--- config.mk ---
export PLATFORM = sky130hd
export DESIGN_NAME = mem_stage
export DESIGN_NICKNAME = d
export VERILOG_FILES = /design/src/rtl/mem_stage_pkg.sv /design/src/rtl/mem_stage_load_align.sv /design/src/rtl/mem_stage.sv
export SDC_FILE = /design/constraint.sdc
export NUM_CORES = 1
export LEC_CHECK = 0
export CAP_MARGIN = 40
export CORE_AREA = 10 10 189 191
export DETAILED_ROUTE_END_ITERATION = 6
export DIE_AREA = 0 0 199 201
export DONT_BUFFER_PORTS = 1
export HOLD_SLACK_MARGIN = 0.06
export PLACE_DENSITY = 0.35
export SYNTH_ARGS = -nofsm -noshare
export SYNTH_HDL_FRONTEND = slang
export SYNTH_SLANG_ARGS = --single-unit
--- constraint.sdc ---
create_clock -name clk -period 8 [get_ports clk]
set_clock_uncertainty 0.15 [all_clocks]
set_input_delay 1.6 -clock clk [delete_from_list [all_inputs] [get_ports clk]]
set_output_delay 1.6 -clock clk [all_outputs]
set_load 0.02 [all_outputs]
--- src/rtl/mem_stage_pkg.sv ---
// Shared definitions for the memory-access stage: operation codes, exception bit
// positions, register-file constants and the stage FSM encoding.
package mem_stage_pkg;

    localparam logic [31:0] ZeroWord     = 32'h0000_0000;
    localparam logic [4:0]  NOPRegAddr   = 5'b00000;
    localparam logic        WriteEnable  = 1'b1;
    localparam logic        WriteDisable = 1'b0;

    localparam int EXC_ADEL_BIT = 12;
    localparam int EXC_ADES_BIT = 13;

    localparam logic [7:0] EXE_NOP_OP = 8'b0000_0000;
    localparam logic [7:0] EXE_LB_OP  = 8'b1110_0000;
    localparam logic [7:0] EXE_LH_OP  = 8'b1110_0001;
    localparam logic [7:0] EXE_LW_OP  = 8'b1110_0011;
    localparam logic [7:0] EXE_LBU_OP = 8'b1110_0100;
    localparam logic [7:0] EXE_LHU_OP = 8'b1110_0101;
    localparam logic [7:0] EXE_SB_OP  = 8'b1110_1000;
    localparam logic [7:0] EXE_SH_OP  = 8'b1110_1001;
    localparam logic [7:0] EXE_SW_OP  = 8'b1110_1011;
    localparam logic [7:0] EXE_LL_OP  = 8'b1111_0000;
    localparam logic [7:0] EXE_SC_OP  = 8'b1111_1000;

    typedef enum logic [1:0] {
        S_IDLE  = 2'd0,
        S_WAIT  = 2'd1,
        S_DONE  = 2'd2,
        S_DRAIN = 2'd3
    } mem_state_t;

    function automatic logic is_load_op(input logic [7:0] op);
        return (op == EXE_LB_OP) || (op == EXE_LBU_OP) || (op == EXE_LH_OP) ||
               (op == EXE_LHU_OP) || (op == EXE_LW_OP) || (op == EXE_LL_OP);
    endfunction

    function automatic logic is_store_op(input logic [7:0] op);
        return (op == EXE_SB_OP) || (op == EXE_SH_OP) || (op == EXE_SW_OP) ||
               (op == EXE_SC_OP);
    endfunction

    // Halfwords need bit 0 clear, words need both low bits clear; bytes never fault.
    function automatic logic is_misaligned(input logic [7:0] op, input logic [1:0] lo);
        logic w_half;
        logic w_word;
        w_half = (op == EXE_LH_OP) || (op == EXE_LHU_OP) || (op == EXE_SH_OP);
        w_word = (op == EXE_LW_OP) || (op == EXE_LL_OP) || (op == EXE_SW_OP) ||
                 (op == EXE_SC_OP);
        return (w_half && lo[0]) || (w_word && (lo != 2'b00));
    endfunction

endpackage

--- src/rtl/mem_stage_load_align.sv ---
// Big-endian lane logic: extracts and extends load data from a bus word, and
// produces byte enables plus replicated write data for stores.
module mem_load_align
    import mem_stage_pkg::*;
(
    input  logic [7:0]  i_aluop,
    input  logic [1:0]  i_addr_lo,
    input  logic [31:0] i_rdata,
    input  logic [31:0] i_store_data,
    output logic [31:0] o_load_data,
    output logic [3:0]  o_sel,
    output logic [31:0] o_store_data
);

    logic [7:0]  w_byte;
    logic [15:0] w_half;
    logic [3:0]  w_byte_sel;
    logic [3:0]  w_half_sel;

    // Address 00 is the most significant byte of the word.
    always_comb begin
        w_byte = i_rdata[31:24];
        case (i_addr_lo)
            2'b00:   w_byte = i_rdata[31:24];
            2'b01:   w_byte = i_rdata[23:16];
            2'b10:   w_byte = i_rdata[15:8];
            default: w_byte = i_rdata[7:0];
        endcase
        w_half     = i_addr_lo[1] ? i_rdata[15:0] : i_rdata[31:16];
        w_byte_sel = 4'b1000 >> i_addr_lo;
        w_half_sel = i_addr_lo[1] ? 4'b0011 : 4'b1100;
    end

    always_comb begin
        o_load_data  = i_rdata;
        o_sel        = 4'b1111;
        o_store_data = i_store_data;
        case (i_aluop)
            EXE_LB_OP: begin
                o_load_data = {{24{w_byte[7]}}, w_byte};
                o_sel       = w_byte_sel;
            end
            EXE_LBU_OP: begin
                o_load_data = {24'h000000, w_byte};
                o_sel       = w_byte_sel;
            end
            EXE_LH_OP: begin
                o_load_data = {{16{w_half[15]}}, w_half};
                o_sel       = w_half_sel;
            end
            EXE_LHU_OP: begin
                o_load_data = {16'h0000, w_half};
                o_sel       = w_half_sel;
            end
            EXE_SB_OP: begin
                o_sel        = w_byte_sel;
                o_store_data = {4{i_store_data[7:0]}};
            end
            EXE_SH_OP: begin
                o_sel        = w_half_sel;
                o_store_data = {2{i_store_data[15:0]}};
            end
            default: begin
                o_load_data  = i_rdata;
                o_sel        = 4'b1111;
                o_store_data = i_store_data;
            end
        endcase
    end

endmodule

--- src/rtl/mem_stage.sv ---
// Memory-access pipeline stage: drives a handshaked data bus for loads/stores,
// formats load results, flags address errors and tracks the LL/SC link bit.
module mem_stage
    import mem_stage_pkg::*;
#(
    parameter int ADDR_W = 32,
    parameter int DATA_W = 32
) (
    input  logic              clk,
    input  logic              rst,
    input  logic              flush,
    input  logic [4:0]        wd_i,
    input  logic              wreg_i,
    input  logic [DATA_W-1:0] wdata_i,
    input  logic              whilo_i,
    input  logic [DATA_W-1:0] hi_i,
    input  logic [DATA_W-1:0] lo_i,
    input  logic [7:0]        aluop_i,
    input  logic [ADDR_W-1:0] mem_addr_i,
    input  logic [DATA_W-1:0] reg2_i,
    input  logic [31:0]       excepttype_i,
    input  logic [31:0]       current_inst_address_i,
    input  logic              is_in_delayslot_i,
    output logic [4:0]        wd_o,
    output logic              wreg_o,
    output logic [DATA_W-1:0] wdata_o,
    output logic              whilo_o,
    output logic [DATA_W-1:0] hi_o,
    output logic [DATA_W-1:0] lo_o,
    output logic [31:0]       excepttype_o,
    output logic [31:0]       current_inst_address_o,
    output logic              is_in_delayslot_o,
    output logic              stallreq_o,
    output logic              dbus_req,
    output logic              dbus_we,
    output logic [ADDR_W-1:0] dbus_addr,
    output logic [3:0]        dbus_sel,
    output logic [DATA_W-1:0] dbus_wdata,
    input  logic [DATA_W-1:0] dbus_rdata,
    input  logic              dbus_ack
);

    mem_state_t        r_state;
    mem_state_t        w_next;
    logic              r_llbit;
    logic [DATA_W-1:0] r_rdata;
    logic [ADDR_W-1:0] r_bus_addr;
    logic [3:0]        r_bus_sel;
    logic              r_bus_we;
    logic [DATA_W-1:0] r_bus_wdata;

    logic              w_is_load;
    logic              w_is_store;
    logic              w_is_mem;
    logic              w_is_ll;
    logic              w_is_sc;
    logic              w_misaligned;
    logic              w_exc_in;
    logic              w_sc_fail;
    logic              w_go;
    logic              w_req;
    logic              w_stall;
    logic              w_from_reg;
    logic              w_capture;
    logic [ADDR_W-1:0] w_bus_addr;
    logic [DATA_W-1:0] w_load_data;
    logic [3:0]        w_sel;
    logic [DATA_W-1:0] w_store_data;

    logic              w_wreg;
    logic [DATA_W-1:0] w_wdata;
    logic [31:0]       w_exc;

    assign w_is_load    = is_load_op(aluop_i);
    assign w_is_store   = is_store_op(aluop_i);
    assign w_is_mem     = w_is_load || w_is_store;
    assign w_is_ll      = (aluop_i == EXE_LL_OP);
    assign w_is_sc      = (aluop_i == EXE_SC_OP);
    assign w_misaligned = w_is_mem && is_misaligned(aluop_i, mem_addr_i[1:0]);
    assign w_exc_in     = (excepttype_i != ZeroWord);
    assign w_sc_fail    = w_is_sc && !r_llbit;
    assign w_go         = w_is_mem && !w_misaligned && !w_exc_in && !w_sc_fail && !flush;
    assign w_bus_addr   = {mem_addr_i[ADDR_W-1:2], 2'b00};
    assign w_capture    = dbus_ack && (((r_state == S_IDLE) && w_go) ||
                                       ((r_state == S_WAIT) && !flush));

    mem_load_align u_align (
        .i_aluop      (aluop_i),
        .i_addr_lo    (mem_addr_i[1:0]),
        .i_rdata      (r_rdata),
        .i_store_data (reg2_i),
        .o_load_data  (w_load_data),
        .o_sel        (w_sel),
        .o_store_data (w_store_data)
    );

    always_ff @(posedge clk) begin
        if (rst) begin
            r_state     <= S_IDLE;
            r_llbit     <= 1'b0;
            r_rdata     <= '0;
            r_bus_addr  <= '0;
            r_bus_sel   <= 4'b0000;
            r_bus_we    <= 1'b0;
            r_bus_wdata <= '0;
        end else begin
            r_state <= w_next;
            if (w_capture) begin
                r_rdata <= dbus_rdata;
            end
            // Snapshot the request so a flush in WAIT can still finish it cleanly.
            if ((r_state == S_IDLE) && w_go) begin
                r_bus_addr  <= w_bus_addr;
                r_bus_sel   <= w_sel;
                r_bus_we    <= w_is_store;
                r_bus_wdata <= w_store_data;
            end
            if (flush) begin
                r_llbit <= 1'b0;
            end else if ((r_state == S_DONE) && w_is_ll) begin
                r_llbit <= 1'b1;
            end else if ((r_state == S_DONE) && w_is_sc) begin
                r_llbit <= 1'b0;
            end
        end
    end

    always_comb begin
        w_next     = r_state;
        w_req      = 1'b0;
        w_stall    = 1'b0;
        w_from_reg = 1'b0;
        case (r_state)
            S_IDLE: begin
                if (w_go) begin
                    w_req   = 1'b1;
                    w_stall = 1'b1;
                    w_next  = dbus_ack ? S_DONE : S_WAIT;
                end
            end
            S_WAIT: begin
                w_req      = 1'b1;
                w_stall    = 1'b1;
                w_from_reg = 1'b1;
                if (flush) begin
                    w_next = dbus_ack ? S_IDLE : S_DRAIN;
                end else if (dbus_ack) begin
                    w_next = S_DONE;
                end
            end
            S_DONE: begin
                w_next = S_IDLE;
            end
            S_DRAIN: begin
                w_req      = 1'b1;
                w_from_reg = 1'b1;
                if (dbus_ack) begin
                    w_next = S_IDLE;
                end
            end
            default: begin
                w_next = S_IDLE;
            end
        endcase
    end

    // Memory ops only write back in DONE (or immediately for a failed SC).
    always_comb begin
        w_wreg  = wreg_i;
        w_wdata = wdata_i;
        w_exc   = excepttype_i;
        if (w_is_mem) begin
            if (w_misaligned) begin
                if (w_is_load) begin
                    w_exc[EXC_ADEL_BIT] = 1'b1;
                end else begin
                    w_exc[EXC_ADES_BIT] = 1'b1;
                end
                w_wreg = WriteDisable;
            end else if (w_exc_in) begin
                w_wreg = WriteDisable;
            end else if (r_state == S_DONE) begin
                if (w_is_load) begin
                    w_wdata = w_load_data;
                end else if (w_is_sc) begin
                    w_wdata = 32'd1;
                end
            end else if (w_sc_fail) begin
                w_wdata = ZeroWord;
            end else begin
                w_wreg = WriteDisable;
            end
        end
        if (r_state == S_DRAIN) begin
            w_wreg = WriteDisable;
        end
    end

    always_comb begin
        wd_o                   = rst ? NOPRegAddr : wd_i;
        wreg_o                 = rst ? WriteDisable : w_wreg;
        wdata_o                = rst ? '0 : w_wdata;
        whilo_o                = rst ? 1'b0 : whilo_i;
        hi_o                   = rst ? '0 : hi_i;
        lo_o                   = rst ? '0 : lo_i;
        excepttype_o           = rst ? ZeroWord : w_exc;
        current_inst_address_o = rst ? ZeroWord : current_inst_address_i;
        is_in_delayslot_o      = rst ? 1'b0 : is_in_delayslot_i;
        stallreq_o             = rst ? 1'b0 : w_stall;
        dbus_req               = 1'b0;
        dbus_we                = 1'b0;
        dbus_addr              = '0;
        dbus_sel               = 4'b0000;
        dbus_wdata             = '0;
        if (!rst && w_req) begin
            dbus_req   = 1'b1;
            dbus_we    = w_from_reg ? r_bus_we    : w_is_store;
            dbus_addr  = w_from_reg ? r_bus_addr  : w_bus_addr;
            dbus_sel   = w_from_reg ? r_bus_sel   : w_sel;
            dbus_wdata = w_from_reg ? r_bus_wdata : w_store_data;
        end
    end

endmodule

==> run metrics, run 1 <==
Setup-failing EPs final 0; post-synthesis xor/xnor area fraction less than 1%; Avg WL per Cell a little under 30 um; first-pass GRT wire length 56020 um; Synth Register Bits between 100 and 150; worst skew pair latency roughly 370 ps; hold path start r_bus_addr[14]$_SDFFE_PP0P_; FP Rows 66; Cells after Synth 1055; Netlist cell types 63; Post-synth EDFFs 0; Syn. warnings 0; GRT Residual Overflow 0; mux contribution to synthesized area between 10% and 20%; CP required roughly 6300 ps; Hold WC Path Type register to register; Avg Inst Size Synth 7.827 sq um; DRT Pass-1 Iters 4; Worst Path Max Fanout 16; clock tree root buffer cell clkbuf_16; maximum vdd drop approximately 0.095 mV; CTS sink cnt a little over 100; via count between 7000 and 8000; Initial Utilization 25.77%; Chip Width between 150 and 200 um; total chip power 1.173 mW; main flop type after synthesis dfxtp_1; share of cells above drive strength 1 under 10%; placed instance area roughly 8500 sq um; reg-to-reg startpoint r_state[1]$_SDFFE_PP0P_; crit path time final ~6300 ps; Setup TNS 0 ps; antenna viol nets, final 0; Iter 0 DRT Violations approximately 350; H-Tree Depth 3; max_slew headroom between 40% and 50%; nets@finish about 1200; drt drc 0; element type at the critical path end output port; WL final approximately 40000 um; CP startpoint excepttype_i[17]; WHS 323.8 ps; total track usage 18.33%; Worst EP arrival 4510 ps; post-DP HPWL 29440 um; Synth Area in Compound Gates between 10% and 20%; fraction of the yosys area taken by sequential cells roughly 25%; main combinational cell family by area after synthesis simple AND/OR/NAND/NOR gates; max cap viols 0; Synth Area in Simple Gates between 30 and 40%; Max Transition Viols Final 0; core area 32040 sq um; RD Place Congestion 0.8169; WS Path Type primary input to output port; die height roughly 200 um; Reg clk slew, reported paths 80 ps; vias in the first global route slightly below 8000; Design Area, Final between 8000 and 9000 sq um; Synth Area in Adders 0%; upper clock frequency limit ~160 MHz; average via count per standard cell around 5.6; PortBufs 0; Max Root-Sink Buffers 2; post-CTS setup buffers 0; TritonCTS clock tree built; Leak between 2 and 3 nW; Slew @ Worst Pin roughly 890 ps; PD cells 133.3 nW/um^2; Ports roughly 520; largest net degree at the start of global routing about 350; Area Overhead vs Synth 6.591%; # fillers about 3500; die footprint approximately 40000 sq um; initial antenna violation count 3; post-cts hold buffer count 0; setup repair after global routing missed its margin no; Fin. Hold Viols 0; CTS resizes 0; Critical Path Source Type primary input; Async S/R FF share, synth 0%; mapped cell area about 8300 sq um; status completed; fin crit share approximately four fifths; CTS buffer count 9
==> cell families (layout without fill, tap and decap cells) <==
logic type,Yosys count,count (layout)
AO/OA/AOI/OAI,227,227
XOR/XNOR,1,1
buffers and inverters,132,43
flip-flops,102,102
multiplexers,125,125
other,1,3
AND/OR/NAND/NOR,467,467
==> worst max-delay path, cell delays in order <==
cell       delay [ps]
nor4_1            410
nand4_1           350
nor4b_1           780
nand4_1           700
o2bb2ai_1         660
==> sequential cells by signal, summed over array words and instances (netlist names) <==
register	count
r_bus_addr	30
r_bus_sel	4
r_bus_wdata	32
r_bus_we	1
r_llbit	1
r_rdata	32
r_state	2
==> metal layers <==
metal | wire [um] | vias up | GRT usage [%] | part of all wire, %
met2 | 19330 | 315 | 30.93 | 49
met3 | 3269 | 22 | 5.884 | 8.2
met4 | 384 | 2 | 3.107 | 0.97
li1 | - | 3683 | - | -
met1 | 16720 | 3717 | 22.38 | 42
met5 | 20 | - | 0 | 0.050
==> cell type report <==
class                      count  area [sq um]  area share [%]
antenna                        1         2.502         0.02843
sequential                   102          2046           23.24
timing repair buffer          21         172.7           1.962
multi-input combinational    822          5737           65.17
inverter                       6         22.52          0.2559
tap                          408         510.5           5.800
clock inverter                 7         86.33          0.9808
clock buffer                   9         225.2           2.559
==> power by group <==
group	total, mW	leakage, nW	internal (mW)	switching [mW]
clock network	0.489	0.150	0.251	0.238
logic	0.178	1.68	0.0558	0.122
registers	0.507	0.822	0.507	0.00000000000278
==> layout by cell type (no fill, tap or decap), drive strengths merged, types with 3 or more instances in the layout <==
| cell | instances |
|---|---|
| a2111oi | 4 |
| a211oi | 12 |
| a21oi | 72 |
| a221oi | 6 |
| a22o | 7 |
| a31oi | 32 |
| and2 | 3 |
| and3 | 3 |
| buf | 21 |
| clkbuf | 9 |
| dfxtp | 102 |
| inv | 10 |
| mux2 | 32 |
| mux2i | 91 |
| nand2 | 23 |
| nand2b | 66 |
| nand3 | 7 |
| nand4 | 45 |
| nor2 | 31 |
| nor2b | 151 |
| nor3 | 99 |
| nor4 | 26 |
| nor4b | 3 |
| o21a | 8 |
| o21ai | 4 |
| o2bb2ai | 23 |
| o31ai | 39 |
==> through the flow <==
step	util (%)	instances	worst slack [ps]
after floorplan	-	1056	2360
after CTS	27.46	1375	1696
final	27.47	1376	1737
after global placement	26.35	1355	1646
after global routing	27.46	1375	1513
after detailed placement	26.49	1359	1683
==> synthesized netlist by cell type, types with 2 or more instances <==
library cell    n  area, sq um
a2111oi_0       3        26.28
a211o_1         2        17.52
a211oi_1       11        82.58
a21oi_1        72        360.4
a221oi_1        6        52.55
a22o_1          7        61.31
a31oi_1        31        193.9
a41oi_1         2        17.52
and2_1          3        18.77
and3_1          3        18.77
buf_1           6        22.52
buf_2          19        95.09
buf_4           6        45.04
clkbuf_1       95        356.6
dfxtp_1       102         2042
inv_1           6        22.52
mux2_2         24        270.3
mux2_4          8        120.1
mux2i_1        91        910.9
mux4_2          2        45.04
nand2_1        23        86.33
nand2b_1       66        412.9
nand3_1         7        35.03
nand4_1        45        281.5
nor2_1         31        116.4
nor2b_1       151        944.7
nor3_1         98        490.5
nor4_1         25        156.4
nor4b_1         2        17.52
o2111a_1        2        22.52
o2111ai_1       2        17.52
o211a_1         2        20.02
o21a_1          8        60.06
o21ai_0         3        15.01
o2bb2ai_1      23        201.4
o31ai_1        39        292.8
or2_2           2        12.51
or4b_1          2        20.02
==> worst paths after layout <==
kind | depth (start not counted) | end | slack (ps)
setup / recovery | 5 | wdata_o[26] | 1740
hold / removal | 2 | r_bus_addr[14]$_SDFFE_PP0P_ | 320
setup reg to reg | 6 | r_bus_wdata[27]$_SDFFE_PP0P_ | 4990
hold reg to reg | 2 | r_bus_addr[14]$_SDFFE_PP0P_ | 320
No activity file was read; power rests on OpenSTA's default activity.
==> run 2, diff against run 1 <==
==> constraint.sdc (replaced) <==
create_clock -name clk -period 5.9 [get_ports clk]
set_clock_uncertainty 0.15 [all_clocks]
set_input_delay 1.18 -clock clk [delete_from_list [all_inputs] [get_ports clk]]
set_output_delay 1.18 -clock clk [all_outputs]
set_load 0.02 [all_outputs]
==> run 2 against run 1 <==
- power rose by 33%
- wire length rose by 1.5%
- count of clock-buffer cells in the layout did not move
- combinational power rose by 41%
- final area rose by 7.3%
- largest power group unchanged
- utilization rose by 2.0 points
- critical path type unchanged
- worst hold slack got worse by 1.2 ps
- clock power rose by 27%
- setup slack got worse by 860 ps
- sequential power rose by 36%
==> run metrics, run 2 (same netlist as run 1, synthesis figures left out) <==
core area about 32000 sq um; antenna viol nets, final 0; hold path start r_bus_addr[12]$_SDFFE_PP0P_; max cap viols 0; Initial Utilization around 26%; placed instance area 9146 sq um; fin crit share a little under nine tenths; Worst Hold Depth 2; CP required 4570 ps; max_slew headroom between 40% and 50%; RD Place Congestion slightly above 0.8; element type at the critical path end output port; post-DP HPWL ~30000 um; post-CTS setup buffers 0; Fin. Hold Viols 0; DRT Pass-1 Iters 5; crit path time final 5022 ps; clock tree root buffer cell clkbuf_16; CP delay by family, top simple AND/OR/NAND/NOR gates; Area Overhead vs Synth 14.33%; largest net degree at the start of global routing 351; Place WS approximately 790 ps; vias in the first global route about 8400; CP peak stage delay between 500 and 600 ps; Setup-failing EPs final 0; Worst path slowest cell nand4_1; share of cells above drive strength 1 16.89%; cell chain of the critical path nor4_1 -> nand4_1 -> nor4b_1 -> buf_4 -> nand4_1 -> o2bb2ai_1 -> buf_4; WHS about 320 ps; Max Transition Viols Final 0; post-route worst setup slack around 880 ps; H-Tree Depth 3; GR Util met1 23.59%; average via count per standard cell 5.619; register area slightly above 2000 sq um; Avg WL per Cell about 28 um; grt met2 use about a third; Chip Width 199 um; Ports about 500; CP bufs+invs 2; total track usage between 10% and 20%; Critical Path Source Type primary input; most frequent cells in the layout 151 x nor2b_1, 107 x buf_4, 101 x dfxtp_1; met3 Use GR under 10%; FP Rows 66; most common cell after layout, fill and taps aside nor2b_1; worst skew pair latency 360 ps; flop-to-flop setup slack around 2800 ps; worst hold endpoint r_bus_addr[12]$_SDFFE_PP0P_; Iter 0 DRT Violations around 500; Max Root-Sink Buffers 2; WS Path Type primary input to output port; Setup TNS 0 ps; Hold WC Path Type register to register; Worst EP arrival 3690 ps; nets@finish approximately 1300; via count about 8200; Slew @ Worst Pin 827.7 ps; CTS resizes 0; upper clock frequency limit approximately 200 MHz; PD cells approximately 160 nW/um^2; # fillers 3444; TritonCTS clock tree built; FF-to-FF End r_bus_wdata[10]$_SDFFE_PP0P_; Design Area, Final 9442 sq um; Reg clk slew, reported paths 80 ps; reg-to-reg startpoint r_state[1]$_SDFFE_PP0P_; maximum vdd drop ~0.12 mV; status completed; initial antenna violation count 2; WL final 40340 um; setup repair after global routing missed its margin no; reg2reg path depth 6; GRT Residual Overflow 0; CTS sink cnt ~100; Leak a little over 3 nW; Worst Path Max Fanout 16; post-cts hold buffer count 0; die footprint approximately 40000 sq um; CTS buffer count 9; GRT Max-Usage Layer met2; first-pass GRT wire length roughly 58000 um; PortBufs 0; Regs by FF count r_bus_wdata: 32 flops, r_rdata: 32 flops, r_bus_addr: 30 flops; multi-input logic area 5737 sq um; die height roughly 200 um; drt drc 0; final core occ just under 30%
run 2: per-layer routing:
| layer | up-vias | wire (um) |
|---|---|---|
| li1 | 3867 | - |
| met1 | 3969 | 17210 |
| met2 | 363 | 19540 |
| met3 | 22 | 3219 |
| met4 | 0 | 366 |
| met5 | - | 0 |
run 2: layout make-up:
class,instances,share of cell area (%)
Tap cell,408,5.407
Clock buffer,9,2.385
Clock inverter,7,0.7156
Antenna cell,1,0.02650
Sequential cell,102,21.67
Multi-Input combinational cell,822,60.76
Inverter,6,0.2385
Timing Repair Buffer,108,8.799
run 2: worst max-delay path by stage:
stage	from	to	cells past startpoint
5_1_grt	excepttype_i[24]	wdata_o[17]	7
2_1_floorplan	aluop_i[1]	wreg_o	7
4_1_cts	excepttype_i[17]	wdata_o[30]	7
3_3_place_gp	excepttype_i[17]	wdata_o[30]	7
3_5_place_dp	excepttype_i[17]	wdata_o[30]	7
6_report	excepttype_i[17]	wdata_o[30]	7
run 2: where the power goes:
group	internal [mW]	total (mW)	switching, mW
Sequential	0.687	0.687	0.00000000000383
Clock	0.298	0.619	0.320
Combinational	0.0832	0.251	0.168
run 2: worst reg2reg max path: stages (launching register included):
cell and delay [ps]:
dfxtp_1 390, nor2_1 290, or4b_2 610, buf_4 320
nor3_4 780, buf_4 300, a211oi_1 80
run 2: stage by stage:
stage	cells	power [mW]
detailed placement	1446	0.9580
CTS	1462	1.594
global placement	1445	0.9607
finish	1463	1.557
global route	1462	1.625
floorplan	1056	0.9429
